$ cat src/rtl/uart_pkg.sv
`default_nettype none
// +------------------------------------------------------------------+
// | uart_pkg : shared UART constants and FSM state encoding          |
// | Revision : 1.0                                                   |
// +------------------------------------------------------------------+
package uart_pkg;

    localparam int   UART_DATA_BITS  = 8;
    localparam logic UART_IDLE_LEVEL = 1'b1;

    typedef enum logic [2:0] {
        ST_IDLE   = 3'd0,
        ST_START  = 3'd1,
        ST_DATA   = 3'd2,
        ST_PARITY = 3'd3,
        ST_STOP   = 3'd4
    } uart_state_e;

endpackage : uart_pkg
`default_nettype wire

$ cat src/rtl/uart_transmitter_if.sv
`default_nettype none
// +------------------------------------------------------------------+
// | uart_transmitter_if : byte handshake and serial line bundle      |
// | Revision : 1.0                                                   |
// +------------------------------------------------------------------+
interface uart_transmitter_if;

    logic [uart_pkg::UART_DATA_BITS-1:0] tx_data;
    logic                                tx_valid;
    logic                                tx_ready;
    logic                                serial;
    logic                                busy;

    modport master (
        output tx_data,
        output tx_valid,
        input  tx_ready,
        input  serial,
        input  busy
    );

    modport slave (
        input  tx_data,
        input  tx_valid,
        output tx_ready,
        output serial,
        output busy
    );

endinterface : uart_transmitter_if
`default_nettype wire

$ cat src/rtl/uart_baud_gen.sv
`default_nettype none
// +------------------------------------------------------------------+
// | uart_baud_gen : bit-period counter, pulses on last cycle of a bit|
// | Revision : 1.0                                                   |
// +------------------------------------------------------------------+
module uart_baud_gen #(
    parameter int CLKS_PER_BIT = 16
) (
    input  wire logic clk,
    input  wire logic rst,
    input  wire logic clear,
    output logic      bit_done
);

    localparam int CNT_W = (CLKS_PER_BIT > 1) ? $clog2(CLKS_PER_BIT) : 1;
    localparam logic [CNT_W-1:0] CNT_LAST = CNT_W'(CLKS_PER_BIT - 1);

    logic [CNT_W-1:0] r_cnt_q;
    logic [CNT_W-1:0] w_cnt_d;

    assign bit_done = (r_cnt_q == CNT_LAST);

    always_comb begin
        w_cnt_d = r_cnt_q + CNT_W'(1);
        if (clear || bit_done) begin
            w_cnt_d = '0;
        end
    end

    always_ff @(posedge clk or posedge rst) begin
        if (rst) begin
            r_cnt_q <= '0;
        end else begin
            r_cnt_q <= w_cnt_d;
        end
    end

endmodule : uart_baud_gen
`default_nettype wire

$ cat src/rtl/uart_transmitter.sv
`default_nettype none
// +------------------------------------------------------------------+
// | uart_transmitter : valid/ready byte in, 8N/8E UART frame out     |
// | Option   : `UART_TX_PARITY_EN adds an even-parity bit            |
// | Revision : 1.0                                                   |
// +------------------------------------------------------------------+
module uart_transmitter
    import uart_pkg::*;
#(
    parameter int CLKS_PER_BIT = 16,
    parameter int STOP_BITS    = 2
) (
    input wire logic          clk,
    input wire logic          rst,
    uart_transmitter_if.slave tx_if
);

    localparam logic [2:0] LAST_DATA_IDX = 3'(UART_DATA_BITS - 1);
    localparam logic [2:0] LAST_STOP_IDX = 3'(STOP_BITS - 1);

    uart_state_e               r_state_q;
    uart_state_e               w_state_d;
    logic [UART_DATA_BITS-1:0] r_shift_q;
    logic [UART_DATA_BITS-1:0] w_shift_d;
    logic [2:0]                r_bit_idx_q;
    logic [2:0]                w_bit_idx_d;
    logic                      r_serial_q;
    logic                      w_serial_d;
    logic                      w_bit_done;
    logic                      w_clear;
    logic                      w_accept;
`ifdef UART_TX_PARITY_EN
    logic                      r_parity_q;
    logic                      w_parity_d;
`endif

    assign w_accept       = tx_if.tx_valid && (r_state_q == ST_IDLE);
    assign tx_if.tx_ready = (r_state_q == ST_IDLE);
    assign tx_if.busy     = (r_state_q != ST_IDLE);
    assign tx_if.serial   = r_serial_q;

    // Counter is held at zero while idle so the first bit gets a full period.
    assign w_clear = (r_state_q == ST_IDLE) || (w_state_d != r_state_q);

    uart_baud_gen #(
        .CLKS_PER_BIT (CLKS_PER_BIT)
    ) u_baud_gen (
        .clk      (clk),
        .rst      (rst),
        .clear    (w_clear),
        .bit_done (w_bit_done)
    );

    always_comb begin
        w_state_d   = r_state_q;
        w_shift_d   = r_shift_q;
        w_bit_idx_d = r_bit_idx_q;
        case (r_state_q)
            ST_IDLE: begin
                if (w_accept) begin
                    w_state_d = ST_START;
                    w_shift_d = tx_if.tx_data;
                end
            end
            ST_START: begin
                if (w_bit_done) begin
                    w_state_d = ST_DATA;
                end
            end
            ST_DATA: begin
                if (w_bit_done) begin
                    w_shift_d   = {1'b0, r_shift_q[UART_DATA_BITS-1:1]};
                    w_bit_idx_d = r_bit_idx_q + 3'd1;
                    if (r_bit_idx_q == LAST_DATA_IDX) begin
`ifdef UART_TX_PARITY_EN
                        w_state_d = ST_PARITY;
`else
                        w_state_d = ST_STOP;
`endif
                    end
                end
            end
`ifdef UART_TX_PARITY_EN
            ST_PARITY: begin
                if (w_bit_done) begin
                    w_state_d = ST_STOP;
                end
            end
`endif
            ST_STOP: begin
                if (w_bit_done) begin
                    if (r_bit_idx_q == LAST_STOP_IDX) begin
                        w_state_d   = ST_IDLE;
                        w_bit_idx_d = 3'd0;
                    end else begin
                        w_bit_idx_d = r_bit_idx_q + 3'd1;
                    end
                end
            end
            default: begin
                w_state_d   = ST_IDLE;
                w_bit_idx_d = 3'd0;
            end
        endcase
    end

`ifdef UART_TX_PARITY_EN
    always_comb begin
        w_parity_d = r_parity_q;
        if (w_accept) begin
            w_parity_d = ^tx_if.tx_data;
        end
    end
`endif

    // Line level follows the next state so serial changes on the same edge as the state.
    always_comb begin
        w_serial_d = UART_IDLE_LEVEL;
        case (w_state_d)
            ST_START:  w_serial_d = 1'b0;
            ST_DATA:   w_serial_d = w_shift_d[0];
`ifdef UART_TX_PARITY_EN
            ST_PARITY: w_serial_d = r_parity_q;
`endif
            default:   w_serial_d = UART_IDLE_LEVEL;
        endcase
    end

    always_ff @(posedge clk or posedge rst) begin
        if (rst) begin
            r_state_q   <= ST_IDLE;
            r_shift_q   <= '0;
            r_bit_idx_q <= 3'd0;
            r_serial_q  <= UART_IDLE_LEVEL;
        end else begin
            r_state_q   <= w_state_d;
            r_shift_q   <= w_shift_d;
            r_bit_idx_q <= w_bit_idx_d;
            r_serial_q  <= w_serial_d;
        end
    end

`ifdef UART_TX_PARITY_EN
    always_ff @(posedge clk or posedge rst) begin
        if (rst) begin
            r_parity_q <= 1'b0;
        end else begin
            r_parity_q <= w_parity_d;
        end
    end
`endif

endmodule : uart_transmitter
`default_nettype wire

$ cat src/flat_wrapper.sv
// flat-port wrapper written by rule: the top's interface ports become plain ports
module uart_transmitter_flat import uart_pkg::*;
#(
    parameter int CLKS_PER_BIT = 16,
    parameter int STOP_BITS    = 2
)
  (clk, rst, tx_if_tx_data, tx_if_tx_valid, tx_if_tx_ready, tx_if_serial, tx_if_busy);
  uart_transmitter_if tx_if_i ();
  input wire logic clk;
  input wire logic rst;
  input wire logic [$bits(tx_if_i.tx_data)-1:0] tx_if_tx_data;
  input wire logic [$bits(tx_if_i.tx_valid)-1:0] tx_if_tx_valid;
  output wire logic [$bits(tx_if_i.tx_ready)-1:0] tx_if_tx_ready;
  output wire logic [$bits(tx_if_i.serial)-1:0] tx_if_serial;
  output wire logic [$bits(tx_if_i.busy)-1:0] tx_if_busy;
  assign tx_if_i.tx_data = tx_if_tx_data;
  assign tx_if_i.tx_valid = tx_if_tx_valid;
  assign tx_if_tx_ready = tx_if_i.tx_ready;
  assign tx_if_serial = tx_if_i.serial;
  assign tx_if_busy = tx_if_i.busy;
  uart_transmitter #(.CLKS_PER_BIT(CLKS_PER_BIT), .STOP_BITS(STOP_BITS)) u_core (.clk(clk), .rst(rst), .tx_if(tx_if_i));
endmodule
$ cat config.mk
export PLATFORM = sky130hd
export DESIGN_NAME = uart_transmitter_flat
export DESIGN_NICKNAME = d
export VERILOG_FILES = /design/src/rtl/uart_pkg.sv /design/src/rtl/uart_transmitter_if.sv /design/src/rtl/uart_baud_gen.sv /design/src/rtl/uart_transmitter.sv /design/src/flat_wrapper.sv
export SDC_FILE = /design/constraint.sdc
export NUM_CORES = 1
export LEC_CHECK = 0
export ABC_CLOCK_PERIOD_IN_PS = 2850
export CAP_MARGIN = 15
export CORE_UTILIZATION = 55
export CTS_BUF_LIST = sky130_fd_sc_hd__clkbuf_8
export CTS_CLUSTER_SIZE = 10
export DETAILED_ROUTE_END_ITERATION = 10
export PLACE_DENSITY = 0.87
export SETUP_SLACK_MARGIN = 0.2
export SKIP_CTS_REPAIR_TIMING = 1
export SYNTH_ARGS = -nofsm -noshare
export SYNTH_HDL_FRONTEND = slang
export SYNTH_SLANG_ARGS = --single-unit
$ cat constraint.sdc
create_clock -name clk -period 2.85 [get_ports clk]
set_clock_uncertainty 0.2 [all_clocks]
set_input_delay 0.285 -clock clk [delete_from_list [all_inputs] [get_ports clk]]
set_output_delay 0.285 -clock clk [all_outputs]
set_load 0.02 [all_outputs]
==> qor.yml, run 1 <==
run_status: "finished clean"
reg2reg_slack_ns: 0.81
pin_count_of_the_biggest_net_entering_global_routing: 20
drv_slew: 0
worst_skew_pair.late_latency_ns: 0.26
total_switching_power_uw: 339
number_of_global_route_vias_before_repair: 698
rsz0062_at_grt: "no"
clkSlewWorstSetupHoldPaths_ns: 0.07
synth.avg_cell_area_um2: 11.2
worst_ep_arrival_time_ns: 1.90
comb_power_share: 0.331
synth_area_leaders: "sky130_fd_sc_hd__dfrtp_1 44%, sky130_fd_sc_hd__a221o_1 5.9%, sky130_fd_sc_hd__ha_1 4.9%, sky130_fd_sc_hd__and3_2 4.4%, sky130_fd_sc_hd__dfstp_2 2.6%"
final_design_area_no_fill_um2: 1180
max_cap_violations: 0
critical_path.reg2reg.startpoint: "u_core.r_state_q[0]"
commonest_cells_after_routing_fill_and_taps_aside: "18 x sky130_fd_sc_hd__dfrtp_1, 13 x sky130_fd_sc_hd__clkdlybuf4s50_1, 7 x sky130_fd_sc_hd__inv_1"
post_route_cells_drive_above_1_share: 0.175
dpl-instance-area_um2: 1140
total_inserted_antenna_cells: 0
crit_type: "register to output pin"
finalWeightedCongestion: 0.722
power_frac_clock: 0.195
synth_top_area_cell: "sky130_fd_sc_hd__dfrtp_1"
vias: 749
floorplan.core_area_um2: 1730
rows: 15
startpoint: "u_core.r_state_q[0]"
area_of_combinational_cells_with_multiple_inputs_um2: 472
grt_antenna_before_repair: 0
area_fraction_of_the_dominant_cell_type_after_synthesis: 0.444
wl_per_instance_um: 15.0
layout.cells.non_filler: 128
yosysSeqAreaShare: 0.470
timing.slew.headroom: 0.545
power_density_normalized_to_cell_area_nw_per_um2: 826
worst_setup_path_end_kind: "output pin"
synth_cells: 91
critical_path_required_ns: 2.37
global_route_wire_length_before_repair_mm: 3.19
totalWireLength_mm: 1.92
design.final.nets: 119
cell_at_the_root_of_the_clock_tree: "sky130_fd_sc_hd__clkbuf_8"
internal_power_uw: 638
synth_cell_types: 34
detail_route.vias_per_cell: 5.85
die_area_um2: 2020
detailedRoute.firstPassIterationCount: 5
drt.antenna.violating_nets: 0
peakVddDrop_v: 0.000504
io_buffer_count: 13
final_hold_viol_count: 0
total_leakage_power_nw: 0.519
ys_warn_count: 0
max_slew.worst_pin.slew_ns: 0.682
tritoncts.num_buffers: 3
area.sequential_um2: 477
sw_frac_of_total: 0.347
mapped_nets: 106
fillers: 142
cts_tree: "built"
area_growth_syn_to_layout_pct: 16.5
seq_power_share: 0.474
cts_htree_levels: 1
place_hpwl_mm: 1.37
layout.cells.most_common: "sky130_fd_sc_hd__dfrtp_1"
setup_viol: 0
clock_tree.buffer_depth: 2
cp-endpoint: "tx_if_tx_ready"
first_iter_violations: 13
crit_path_start_kind: "register"
reg2regPathDepth: 3
floorplan.initialDensity: 0.588
post_synth_instance_area_um2: 1010
postSynthRegisterBits: 19
die_h_um: 45.0
place_inst: 124
design.portCount: 14
overflow: 0
tns_ns: 0
track_usage: 0.225
clkSinkCount: 19
max_clock_freq_ghz: 0.420
finalCritPeriodShare: 0.835
hp-class: "primary input to asynchronous set/reset pin"
critical_path_peak_fanout: 12
final_period_minus_worst_setup_slack_ns: 2.38
worst_r2r_endpoint: "u_core.r_shift_q[1]"
route.detailed.drc: 0
die_width_um: 45.0
## Yosys cell counts, drive strengths merged
master and n:
xor2 2, nor2b 1, inv 7, nand4 1
a221o 6, a32oi 1, and2b 1, or3 1
o211ai 2, a31oi 2, buf 5, nand3 3
a2111oi 1, and3 7, xnor2 1, nor4b 1
dfstp 1, dfrtp 18, nand2 3, ha 4
nand2b 2, o31ai 1, nor3b 1, nor2 6
a32o 1, o21ai 5, or3b 1, o32ai 2
a211o 1, a21oi 3
## metal layers
metal  vias up  wire (um)  track usage
met4         0         24       0.0909
met1       364        857        0.311
met2        19        962        0.345
met3         3         73       0.0480
met5         -          0            0
li1        363          -            -
## flip-flops by register name, summed over array words and instances (netlist names)
register / count
u_core.u_baud_gen.r_cnt_q: 4
u_core.tx_if.serial: 1
u_core.r_shift_q: 8
u_core.r_bit_idx_q: 3
u_core.r_state_q: 3
## worst max-delay path, stage by stage, from the launching register on
cell and delay (ns):
sky130_fd_sc_hd__dfrtp_1 0.55, sky130_fd_sc_hd__or3_1 0.44, sky130_fd_sc_hd__inv_1 0.06, sky130_fd_sc_hd__clkdlybuf4s50_1 0.59
## area by class of cell
type / instances / share of cell area
clock inverter: 1 / 0.00423
multi-input combinational: 60 / 0.399
tap: 25 / 0.0265
clock buffer: 3 / 0.0349
sequential: 19 / 0.403
inverter: 7 / 0.0222
timing repair buffer: 13 / 0.110
## cells by family after synthesis
group                      synth area share
DFF                                   0.470
and+or+nand+nor                       0.192
xor gates and xnor gates             0.0259
adders and majority gates            0.0493
AOI/OAI and AO/OA                     0.197
buffers and inverters                0.0654
## power by group through the flow
stage / Clock [mW] / Combinational, mW / Sequential (mW)
global route: 0.205 / 0.363 / 0.476
finish: 0.191 / 0.323 / 0.462
global placement: 0 / 0.311 / 0.457
CTS: 0.191 / 0.324 / 0.462
floorplan: 0 / 0.261 / 0.436
detailed placement: 0 / 0.325 / 0.465
## worst min path at each step
stage,depth (start not counted),start,endpoint
2_1_floorplan,1,rst,u_core.r_bit_idx_q[0]
3_3_place_gp,1,u_core.u_baud_gen.r_cnt_q[0],u_core.u_baud_gen.r_cnt_q[0]
3_5_place_dp,1,u_core.u_baud_gen.r_cnt_q[0],u_core.u_baud_gen.r_cnt_q[0]
4_1_cts,2,rst,u_core.u_baud_gen.r_cnt_q[0]
5_1_grt,1,u_core.u_baud_gen.r_cnt_q[0],u_core.u_baud_gen.r_cnt_q[0]
6_report,2,rst,u_core.u_baud_gen.r_cnt_q[0]
## through the flow
stage	hold slack (ns)	power, mW	util	setup slack [ns]
6_report	0.221	0.976	0.685	0.469
2_1_floorplan	0.0354	0.697	-	1.09
5_1_grt	0.302	1.04	0.685	0.418
3_3_place_gp	0.253	0.768	0.658	0.776
3_5_place_dp	0.268	0.790	0.658	0.743
4_1_cts	0.258	0.978	0.685	0.468
Note: power is estimated with default switching activity, not from simulation.
==> run 2: changes to the inputs <==
ABC_CLOCK_PERIOD_IN_PS = 2100   (was 2850)
CORE_UTILIZATION = 50   (was 55)
PLACE_DENSITY = 0.84   (was 0.87)
clock period = 2.1 ns   (was 2.85 ns; I/O delays follow)
==> qor.yml, run 2 (same netlist as run 1, synthesis figures left out) <==
run_status: "finished clean"
worst_skew_pair.late_latency_ns: 0.26
total_inserted_antenna_cells: 0
largest_reg_flops: 8
dpl-instance-area_um2: 1170
die_h_um: 47.1
number_of_global_route_vias_before_repair: 721
pin_count_of_the_biggest_net_entering_global_routing: 20
wl_per_instance_um: 14.1
rsz0062_at_grt: "no"
design.portCount: 14
post_route_cells_drive_above_1_share: 0.204
final_period_minus_worst_setup_slack_ns: 1.78
timing.final.ws_setup_ns: 0.319
critPathBufInv: 1
crit_type: "register to output pin"
rows: 15
drv_slew: 0
max_clock_freq_ghz: 0.561
worst_setup_path_end_kind: "output pin"
cts_htree_levels: 1
track_usage: 0.207
grt_antenna_before_repair: 0
vias: 748
power_density_normalized_to_cell_area_nw_per_um2: 1080
final_hold_viol_count: 0
floorplan.initialDensity: 0.557
regMostFlops: "u_core.r_shift_q"
design.final.nets: 124
layout.cells.non_filler: 133
cell_at_the_root_of_the_clock_tree: "sky130_fd_sc_hd__clkbuf_8"
drt.antenna.violating_nets: 0
crit_slowest_cell: "sky130_fd_sc_hd__clkdlybuf4s50_1"
finalCritPeriodShare: 0.848
reg2reg_slack_ns: 0.39
critical_path_required_ns: 1.69
crit_path_start_kind: "register"
route.detailed.drc: 0
die_width_um: 47.1
floorplan.core_area_um2: 1820
clock_tree.buffer_depth: 2
report.power.total_mw: 1.32
critical_path.max_stage_delay_ns: 0.59
biggestRegsByFlops: "u_core.r_shift_q: 8 flops, u_core.u_baud_gen.r_cnt_q: 4 flops"
worst_ep_arrival_time_ns: 1.37
first_iter_violations: 18
final_design_area_no_fill_um2: 1220
max_slew.worst_pin.slew_ns: 0.704
crit_chain: "clkdlybuf4s50_1"
detail_route.vias_per_cell: 5.62
timing.slew.headroom: 0.530
overflow: 0
totalWireLength_mm: 1.88
cts_tree: "built"
io_buffer_count: 13
tritoncts.num_buffers: 3
tns_ns: 0
setup_viol: 0
peakVddDrop_v: 0.000723
area_growth_syn_to_layout_pct: 20.6
pre_cts_slack_ns: 0.301
detailedRoute.firstPassIterationCount: 4
layout.cells.most_common: "sky130_fd_sc_hd__dfrtp_1"
die_area_um2: 2210
clkSinkCount: 19
worst_path_top_cell_family_by_delay: "buffers and inverters"
critical_path_peak_fanout: 1
total_leakage_power_nw: 0.565
global_route_wire_length_before_repair_mm: 3.04
finalWeightedCongestion: 0.783
max_cap_violations: 0
commonest_cells_after_routing_fill_and_taps_aside: "18 x sky130_fd_sc_hd__dfrtp_1, 11 x sky130_fd_sc_hd__clkdlybuf4s50_1, 8 x sky130_fd_sc_hd__inv_1"
place_hpwl_mm: 1.43
place_inst: 129
clkSlewWorstSetupHoldPaths_ns: 0.07
hp-class: "primary input to asynchronous set/reset pin"
==> run 2: through the flow <==
stage          utilization  hold slack (ns)
3_5_place_dp         0.645            0.258
4_1_cts              0.669            0.184
6_report             0.672            0.162
5_1_grt              0.672            0.237
2_1_floorplan            -          -0.0396
3_3_place_gp         0.645            0.247
==> run 2: layout make-up <==
type / instances / area, um2
multi-input cells: 60 / 472
flip-flops and latches: 19 / 477
inverters: 7 / 26.3
clock inverters: 1 / 3.75
clock buffers: 3 / 41.3
repair buffers: 18 / 173
fillers: 142 / 597
well taps: 25 / 31.3
==> run 2: power breakdown <==
part           leakage (nW)  total, mW  switching (mW)  internal, mW
sequential            0.238      0.586          0.0809         0.505
clock                0.0269      0.239           0.109         0.130
combinational         0.300      0.495           0.249         0.246
==> run 2: worst paths after layout <==
kind	from	to	depth (start not counted)
max in group asynchronous	rst	u_core.r_bit_idx_q[2]	2
min in group clk	u_core.u_baud_gen.r_cnt_q[0]	u_core.u_baud_gen.r_cnt_q[0]	1
min reg2reg	u_core.u_baud_gen.r_cnt_q[0]	u_core.u_baud_gen.r_cnt_q[0]	1
max	u_core.tx_if.serial	tx_if_serial	1
max reg2reg	u_core.u_baud_gen.r_cnt_q[0]	u_core.r_shift_q[4]	4
min	rst	u_core.r_shift_q[3]	2
==> run 2: routing by layer <==
metal	GRT usage	routed length (um)	up-vias
li1	-	-	369
met1	0.240	881	364
met2	0.350	902	11
met3	0.0692	53	4
met4	0.0857	40	0
met5	0	0	-
